--- config.mk ---
export PLATFORM = sky130hd
export DESIGN_NAME = alu_share_arbiter
export DESIGN_NICKNAME = d
export VERILOG_FILES = /design/src/rtl/alu_share_arbiter.sv
export SDC_FILE = /design/constraint.sdc
export NUM_CORES = 1
export LEC_CHECK = 0
export BUFFER_PORTS_ARGS = -buffer_cell sky130_fd_sc_hd__buf_2
export CAP_MARGIN = 20
export CORE_AREA = 2 2 120 122
export DETAILED_ROUTE_END_ITERATION = 8
export DIE_AREA = 0 0 122 124
export PLACE_DENSITY = 0.73
export SLEW_MARGIN = 20
export SYNTH_ARGS = -nofsm -noshare
export SYNTH_HDL_FRONTEND = slang
export SYNTH_SLANG_ARGS = --single-unit
--- constraint.sdc ---
create_clock -name clk -period 2.3 [get_ports clk]
set_input_delay 0.115 -clock clk [delete_from_list [all_inputs] [get_ports clk]]
set_output_delay 0.115 -clock clk [all_outputs]
set_load 0.005 [all_outputs]
--- src/rtl/alu_share_arbiter.sv ---
// Round-robin arbiter/sequencer that shares one combinational 32-bit ALU between two
// requesters, returning result, zero flag and illegal-code error over valid/ready.
module alu_share_arbiter #(
   parameter int DATA_W = 32,
   parameter int CTR_W  = 3
) (
   input  logic              clk,
   input  logic              rst_n,
   input  logic              req0_valid,
   output logic              req0_ready,
   input  logic [DATA_W-1:0] req0_op1,
   input  logic [DATA_W-1:0] req0_op2,
   input  logic [CTR_W-1:0]  req0_ctr,
   input  logic              req1_valid,
   output logic              req1_ready,
   input  logic [DATA_W-1:0] req1_op1,
   input  logic [DATA_W-1:0] req1_op2,
   input  logic [CTR_W-1:0]  req1_ctr,
   output logic [DATA_W-1:0] alu_src1,
   output logic [DATA_W-1:0] alu_src2,
   output logic [CTR_W-1:0]  alu_ctr,
   input  logic [DATA_W-1:0] alu_result,
   input  logic              alu_zero,
   output logic              rsp0_valid,
   input  logic              rsp0_ready,
   output logic [DATA_W-1:0] rsp0_result,
   output logic              rsp0_zero,
   output logic              rsp0_err,
   output logic              rsp1_valid,
   input  logic              rsp1_ready,
   output logic [DATA_W-1:0] rsp1_result,
   output logic              rsp1_zero,
   output logic              rsp1_err,
   output logic              busy
);

   typedef enum logic [1:0] {IDLE, EXEC, RESP} state_t;

   state_t              state_q, state_d;
   logic                prio_q, prio_d;
   logic                id_q, id_d;
   logic                err_q, err_d;
   logic [DATA_W-1:0]   res_q, res_d;
   logic                zero_q, zero_d;
   logic [DATA_W-1:0]   src1_q, src1_d;
   logic [DATA_W-1:0]   src2_q, src2_d;
   logic [CTR_W-1:0]    ctr_q, ctr_d;

   logic                grant;
   logic                accept;
   logic [CTR_W-1:0]    sel_ctr;

   function automatic logic is_illegal(input logic [CTR_W-1:0] c);
      return (c == CTR_W'(3'b010)) || (c == CTR_W'(3'b011)) || (c == CTR_W'(3'b111));
   endfunction

   // With both valid the pointer decides; otherwise whichever is valid wins.
   assign grant      = (req0_valid && req1_valid) ? prio_q : req1_valid;
   assign req0_ready = (state_q == IDLE) && req0_valid && !grant;
   assign req1_ready = (state_q == IDLE) && req1_valid &&  grant;
   assign accept     = req0_ready || req1_ready;
   assign sel_ctr    = grant ? req1_ctr : req0_ctr;

   // NOTE: every variable gets a default before the case so no path leaves it
   // unassigned; otherwise synthesis infers a latch to hold the old value.
   always_comb begin
      state_d = state_q;
      prio_d  = prio_q;
      id_d    = id_q;
      err_d   = err_q;
      res_d   = res_q;
      zero_d  = zero_q;
      src1_d  = src1_q;
      src2_d  = src2_q;
      ctr_d   = ctr_q;
      unique case (state_q)
         IDLE: begin
            if (accept) begin
               src1_d  = grant ? req1_op1 : req0_op1;
               src2_d  = grant ? req1_op2 : req0_op2;
               ctr_d   = sel_ctr;
               id_d    = grant;
               err_d   = is_illegal(sel_ctr);
               state_d = EXEC;
            end
         end
         EXEC: begin
            res_d   = alu_result;
            zero_d  = alu_zero;
            state_d = RESP;
         end
         RESP: begin
            if (id_q ? rsp1_ready : rsp0_ready) begin
               prio_d  = !id_q;
               state_d = IDLE;
            end
         end
         default: state_d = IDLE;
      endcase
   end

   // NOTE: sequential state uses non-blocking assignments so every register
   // samples the pre-edge values, independent of statement order.
   always_ff @(posedge clk or negedge rst_n) begin
      if (!rst_n) begin
         state_q <= IDLE;
         prio_q  <= 1'b0;
         id_q    <= 1'b0;
         err_q   <= 1'b0;
         res_q   <= '0;
         zero_q  <= 1'b0;
         src1_q  <= '0;
         src2_q  <= '0;
         ctr_q   <= '0;
      end else begin
         state_q <= state_d;
         prio_q  <= prio_d;
         id_q    <= id_d;
         err_q   <= err_d;
         res_q   <= res_d;
         zero_q  <= zero_d;
         src1_q  <= src1_d;
         src2_q  <= src2_d;
         ctr_q   <= ctr_d;
      end
   end

   assign alu_src1 = src1_q;
   assign alu_src2 = src2_q;
   assign alu_ctr  = ctr_q;
   assign busy     = (state_q != IDLE);

   // One shared capture register; the idle requester's outputs are forced to zero.
   assign rsp0_valid  = (state_q == RESP) && !id_q;
   assign rsp1_valid  = (state_q == RESP) &&  id_q;
   assign rsp0_result = rsp0_valid ? res_q : '0;
   assign rsp1_result = rsp1_valid ? res_q : '0;
   assign rsp0_zero   = rsp0_valid && zero_q;
   assign rsp1_zero   = rsp1_valid && zero_q;
   assign rsp0_err    = rsp0_valid && err_q;
   assign rsp1_err    = rsp1_valid && err_q;

endmodule

## Word level (Yosys, flattened, before mapping)

Index checks and enable logic that the tools add are counted.

| storage, ports and cells | value |
|---|---|
| bits in registers | 105 |
| bits in writable memories | 0 |
| memory bits (read-only) | 0 |
| word-level logic and storage cells | 47 |
| memories | 0 |
| latch bits | 0 |
| output and inout port bits | 140 |

| cells by class | value |
|---|---|
| multiply operators | 0 |
| eq/ne operators | 7 |
| $add $sub $neg | 0 |
| bitwise gates (word level) | 0 |
| shift operators | 0 |
| reduce and logical (&&, ||, !) cells | 21 |
| divide/modulo/power cells | 0 |
| magnitude comparators | 0 |
| mux-type cells | 10 |

Operators by type and width:

| cell | number |
|---|---|
| 32-bit 2-to-1 mux | 4 |
| 1-bit logical AND | 11 |
| 3-bit by 2-bit equality test with 1-bit output, second input constant | 2 |
| 2-bit case mux with 3 select lines | 1 |
| 2-bit AND reduction | 3 |
| 2-bit 2-to-1 mux | 2 |
| 2-bit != test, second input constant | 2 |
| 3-bit equality test, second input constant | 1 |
| 1-bit logical OR | 3 |
| 3-bit 2-to-1 mux | 1 |
| 2-bit by 1-bit equality test with 1-bit output, second input constant | 1 |
| 2-bit equality test, second input constant | 1 |
| 1-bit logical NOT | 2 |
| 2-bit logical NOT | 1 |
| 1-bit 2-to-1 mux | 2 |
| 2-bit nonzero test | 1 |

## Longest topological paths before layout

Gate-level depths: netlist of the first run.

| depth | value |
|---|---|
| depth after elaboration | 7 |
| gate-level depth with buffers | 8 |
| mapped depth without buffers | 3 |

## Worst setup path before layout of the first run

OpenSTA, ideal clock, no wires.

| path | value |
|---|---|
| kind | flip-flop to output port |
| from | register state_q[1] |
| to | output req1_ready |
| required time | 2.185 ns |
| arrival | 1.316 ns |
| stages on the path, launching flop included | 5 |
| setup slack | 0.869 ns |
| cells stage by stage | dfrtp_1 -> nor2_1 -> clkbuf_1 -> inv_1 -> nor3_1 |

| between the ends | value |
|---|---|
| longest elaborated chain between the ends | 3 |

Ends and longest elaborated chain:

| what | line | text |
|---|---|---|
| start, declared | 39 | `state_t state_q, state_d;` |
| start signal, assigned | 116 | `state_q <= state_d;` |
| 2-bit logical NOT | 60 | `assign req1_ready = (state_q == IDLE) && req1_valid && grant;` |
| 1-bit logical AND (2 in series) | 60 |  |
| end, declared | 15 | `output logic req1_ready,` |

No other way between the ends.

## Final worst setup path of the first run

Ends and elaborated chain as after synthesis.

==> results of run 1 <==
worst max-delay path by stage:
stage	from	endpoint	slack, ns	cells past startpoint
finish	state_q[1]	req1_ready	0.53	5
global route	state_q[1]	req1_ready	0.37	5
global placement	req1_valid	alu_src1[18]	0.49	5
CTS	state_q[1]	req1_ready	0.50	5
detailed placement	req1_valid	alu_src1[5]	0.43	5
floorplan	state_q[1]	req1_ready	0.87	4
report_power, final:
group          total, uW  internal (uW)  switching (uW)
combinational       3730           1830            1900
clock               1380            745             638
sequential          3370           2800             569
total               8480           5370            3110
stage by stage:
stage	instances	utilization, %	setup slack (ns)	total power [uW]
after floorplan	566	-	0.8692	5463
after global placement	1010	51.87	0.4898	7035
after detailed placement	1010	51.87	0.4334	7124
after CTS	1046	55.39	0.5031	8558
after global routing	1046	55.39	0.3701	9132
final	1046	55.39	0.5317	8478
final cells by class:
type / instances / area [sq um]
clock inverters: 1 / 5.005
multi-input cells: 393 / 2544
inverters: 5 / 18.77
flip-flops and latches: 105 / 2628
well taps: 180 / 225.2
fillers: 1282 / 6121
repair buffers: 350 / 1932
clock buffers: 12 / 246.5
flip-flops by register name (all words and copies together) (netlist names):
register	flops
state_q	2
prio_q	1
alu_src2	32
alu_ctr	3
res_q	32
id_q	1
zero_q	1
err_q	1
alu_src1	32
critical path, cell delays in order (launching register included):
cell and delay, ns:
dfrtp_1 0.44, nor2_4 0.17, buf_4 0.30, inv_1 0.09, nor3_1 0.17, buf_2 0.14
layer usage:
layer | vias to the layer above | track usage [%]
met3 | 31 | 5.678
li1 | 2629 | -
met2 | 255 | 39.18
met5 | - | 0
met4 | 0 | 8.621
met1 | 2548 | 26.01
cell families (layout without fill, tap and decap cells):
kind of cell / after synthesis / after routing / share of synthesized area, %
buffers and inverters: 68 / 368 / 5.246
AOI/OAI and AO/OA: 210 / 210 / 21.10
muxes: 33 / 33 / 6.834
and+or+nand+nor: 150 / 150 / 18.50
DFF: 105 / 105 / 48.32
cells in the mapped netlist, types with 2 or more instances:
cell type / instances / share of area (%)
dfrtp_1: 105 / 48
a31oi_1: 69 / 7.9
clkbuf_1: 45 / 3.1
nand2b_1: 2 / 0.23
inv_1: 5 / 0.35
nor2_1: 6 / 0.41
buf_6: 2 / 0.41
buf_2: 12 / 1.1
nand3b_1: 67 / 9.2
a21oi_1: 69 / 6.4
o21ai_0: 69 / 6.4
buf_1: 4 / 0.28
mux2_2: 33 / 6.8
and2_1: 69 / 7.9
==> run_results.csv, run 1 <==
group,metric,value,unit
setup_path,worstPathArrival,1.65,ns
cts,clkSinkCount,105,
setup_path,worst-setup-path-type,"flop to output pin",
yosys,synth-edff-count,0,
yosys,ys_ff_latch,105,
final_layout,final_area,7599,sq um
route,viasPerCell,5.223,
setup_path,r2r_cells,5,
route,routed.top_layer,"met4",
sta,finalCritPeriodShare,76.88,%
setup_path,r2r_end,"alu_src2[23]",
yosys,syn_inst,566,
cts,path_clk_slew,0.06,ns
route,drt-total-wl,17300,um
global_routing,antenna_found_initial,0,
route,antenna_left,0,
yosys,synthFlopType,"dfrtp_1",
setup_path,crit_required,2.18,ns
place,dp_hpwl,11810,um
sta,worst_pin_slew,0.6318,ns
cts,postCtsSetupRepairBufs,0,
cts,clkLatencyLatePin,0.35,ns
final_layout,areaGrowthSynthToFinish,39.74,%
flow_run,cap_violations,0,
cts,ctsResizeCount,0,
floorplanning,fp-row-count,43,
final_layout,layout.nets,1037,
setup_path,worstSetupEndpointType,"output pin",
yosys,synth_warnings,0,
final_layout,mostFrequentLayoutCells,"311 x buf_2, 105 x dfrtp_1, 69 x o21ai_0, 69 x a21oi_1, 69 x a31oi_1",
floorplanning,dieArea,15130,sq um
sta,clock.fmax,0.5655,GHz
final_layout,drive_gt1_share,43.42,%
sta,hold_viol,0,
setup_path,ff2ff_setup_slack,0.63,ns
run_status,status,"finished, final reports clean",
final_layout,diodes,0,
floorplanning,start_util,39.64,%
sta,setup_viol,0,
route,route.met2.wl,8677,um
cts,clockBufferDepth,2,
setup_path,crit_fanout,24,
cts,cts_tree,"built",
route,vias,5463,
cts,cts_buffers,9,
yosys,yosysUniqueCellTypes,23,
global_routing,grt_pass1_vias,5236,
pwr,p_leak,0.003601,uW
floorplanning,fp.dieH,124,um
setup_path,worstReg2RegStart,"state_q[1]",
min_path,holdPathEnd,"res_q[6]",
route,drt_iter0_markers,304,
place,globalplace.congestion,0.7971,
place,portBuffers,312,
pwr,p_per_area,1116,nW/um^2
yosys,ys_seq_area_share,48.32,%
global_routing,grt_pass1_wl,26300,um
global_routing,grt_max_degree,138,
route,wl_per_cell,16.54,um
sta,hold_slack,0.01145,ns
yosys,syn_nets,739,
cts,cts_hold_buf,23,
floorplanning,io_pins,313,
min_path,hold-path-cell-count,2,
sta,timing.slew.headroom,57.88,%
min_path,hold_start,"alu_result[6]",
pwr,vdd_ir_drop_max,0.4596,mV
route,dr.pass1.iters,4,
place,dpl_cell_area,7117,sq um
route,met3_length,1464,um
yosys,async_flop_share,100.0,%
yosys,syn_avg_cell_area,9.607,sq um
sta,slew_violations,0,
global_routing,grt_overflow,0,
cts,root_buffer,"clkbuf_16",
route,drcViolationCount,0,
global_routing,grtUsageTotal,22.23,%
cts,cts_max_level,3,
sta,min_period,1.768,ns
floorplanning,core-area,13720,sq um
sta,skew,0.009268,ns
floorplanning,fp.dieW,122,um
final_layout,layout_commonest_cell,"buf_2",
min_path,hold_path_class,"input pin to flop",
sta,fin_setup_tns,0,ns
route,met1_length,6759,um
setup_path,start_kind,"flop",
sta,rsz0062_at_grt,"false",
yosys,synth_area,5438,sq um
Power figures use the tool's default switching activity.
==> run 2: changes to the inputs <==
==> constraint.sdc (replaced) <==
create_clock -name clk -period 1.8 [get_ports clk]
set_input_delay 0.09 -clock clk [delete_from_list [all_inputs] [get_ports clk]]
set_output_delay 0.09 -clock clk [all_outputs]
set_load 0.005 [all_outputs]
==> run_results.csv, run 2 (synthesized netlist as in run 1, its figures left out) <==
group,metric,value,unit
cts,cts_max_level,3,
global_routing,grtUsageTotal,23.15,%
sta,finalWorstSetupSlack,0.1293,ns
setup_path,crit_required,1.71,ns
min_path,holdPathEnd,"alu_src2[20]",
pwr,p_seq_share,38.2,%
pwr,p_leak,0.003841,uW
sta,finalCritPeriodShare,92.82,%
floorplanning,core-area,13720,sq um
pwr,p_per_area,1388,nW/um^2
floorplanning,fp.dieW,122,um
final_layout,diodes,0,
sta,hold_viol,0,
sta,setup_viol,0,
setup_path,ff2ff_setup_slack,0.34,ns
sta,min_period,1.671,ns
min_path,hold-path-cell-count,3,
setup_path,r2r_cells,5,
pwr,vdd_ir_drop_max,0.5412,mV
setup_path,worstPathArrival,1.58,ns
setup_path,crit_family,"simple AND/OR/NAND/NOR gates",
setup_path,worst-setup-path-type,"flop to output pin",
floorplanning,fp.dieH,124,um
cts,path_clk_slew,0.07,ns
setup_path,start_kind,"flop",
final_layout,final_util,59.55,%
cts,clockBufferDepth,2,
min_path,hold_start,"req1_op2[20]",
floorplanning,io_pins,313,
sta,rsz0062_at_grt,"false",
route,vias,5738,
global_routing,grt_pass1_vias,5527,
sta,slew_violations,0,
route,dr.pass1.iters,5,
cts,root_buffer,"clkbuf_16",
pwr,clkPwrFrac,17.3,%
route,viasPerCell,5.250,
final_layout,mostFrequentLayoutCells,"311 x buf_2, 105 x dfrtp_1, 69 x o21ai_0, 69 x a21oi_1, 69 x a31oi_1",
setup_path,crit_chain,"nand2b_1 > nor2_2 > buf_8 > and2_1 > buf_2",
setup_path,r2r_end,"alu_src2[1]",
sta,worst_pin_slew,0.7371,ns
place,post-place-ws,0.2905,ns
route,drt-total-wl,18420,um
cts,cts_buffers,9,
cts,cts_tree,"built",
final_layout,layout_commonest_cell,"buf_2",
route,antenna_left,0,
cts,clkSinkCount,105,
place,dp.cells,1010,
pwr,switching_power,4096,uW
floorplanning,dieArea,15130,sq um
route,wl_per_cell,16.85,um
floorplanning,start_util,39.64,%
setup_path,worstSetupEndpointType,"output pin",
pwr,swShare,36.13,%
final_layout,drive_gt1_share,42.28,%
min_path,hold_path_class,"input pin to flop",
global_routing,antenna_found_initial,0,
sta,fin_setup_tns,0,ns
global_routing,grt_overflow,0,
pwr,p_comb_share,44.4,%
cts,clkLatencyLatePin,0.35,ns
sta,skew,0.006732,ns
setup_path,cpMaxStageDelayCell,"dfrtp_1",
place,portBuffers,312,
setup_path,max_stage_delay,0.41,ns
flow_run,cap_violations,0,
setup_path,crit_fanout,35,
route,drt_iter0_markers,274,
global_routing,grt_pass1_wl,27550,um
route,drcViolationCount,0,
pwr,internal-power,7242,uW
final_layout,areaGrowthSynthToFinish,50.25,%
setup_path,worstReg2RegStart,"state_q[1]",
setup_path,crit_buf_inv,2,
global_routing,grt_max_degree,109,
final_layout,layout.nets,1082,
sta,timing.slew.headroom,50.86,%
place,globalplace.congestion,0.7917,
sta,clock.fmax,0.5986,GHz
place,dp_hpwl,11460,um
run_status,status,"finished, final reports clean",
final_layout,layout.cells.non_filler,1093,
sta,hold_slack,0.01183,ns
floorplanning,fp-row-count,43,
[run 2: tightest hold or removal path: cells and delay by family]
kind / cells / cell delay (ns)
buffers and inverters: 1 / 0.09
and+or+nand+nor: 1 / 0.07
AOI/OAI and AO/OA: 1 / 0.07
[run 2: area by class of cell]
class	instances	area, sq um
Multi-Input combinational cell	393	2546
Inverter	5	18.77
Timing Repair Buffer	395	2457
Clock buffer	10	239.0
Sequential cell	105	2628
Tap cell	180	225.2
Fill cell	1197	5549
Clock inverter	5	56.30
[run 2: worst max-delay path by stage]
stage,endpoint,from,slack [ns],depth (start not counted)
4_1_cts,rsp1_result[28],state_q[0],0.03,5
6_report,rsp0_zero,state_q[0],0.13,5
3_3_place_gp,req0_ready,state_q[1],0.33,5
3_5_place_dp,alu_src1[17],req0_valid,0.29,5
5_1_grt,rsp1_result[28],state_q[0],0.01,5
2_1_floorplan,res_q[10],state_q[1],0.37,3
[run 2: timing repair]
| action | CTS | global route |
|---|---|---|
| resized for setup | 1 | 7 |
| cloned | 0 | 2 |
| setup buffers | 0 | 3 |
| endpoints found under the hold margin | 161 | 0 |
| hold buffers | 63 | 0 |
| pin swaps | 0 | 1 |
| setup endpoints to repair | 2 | 60 |
[run 2: metal layers]
layer / global-route usage (%) / vias to the layer above / share of wire [%] / wire length (um)
met5: 0 / - / 0 / 0
met4: 9.339 / 0 / 2.3 / 426
met3: 6.044 / 29 / 9.5 / 1747
met2: 39.87 / 290 / 50 / 9121
met1: 27.63 / 2694 / 39 / 7124
li1: - / 2725 / - / -
[run 2: through the flow]
| step | total power (uW) | cell area, sq um |
|---|---|---|
| final | 11340 | 8170 |
| after global routing | 12220 | 8170 |
| after CTS | 11280 | 8071 |
| after detailed placement | 9163 | 7142 |
| after global placement | 9058 | 7142 |
| after floorplan | 6980 | 5438 |
[run 2: power groups by stage]
stage / Clock, uW / Sequential (uW) / Combinational (uW)
after global routing: 2140 / 4480 / 5590
after floorplan: 0 / 4240 / 2740
after detailed placement: 0 / 4340 / 4830
after CTS: 2030 / 4330 / 4930
after global placement: 0 / 4320 / 4740
final: 1970 / 4330 / 5040
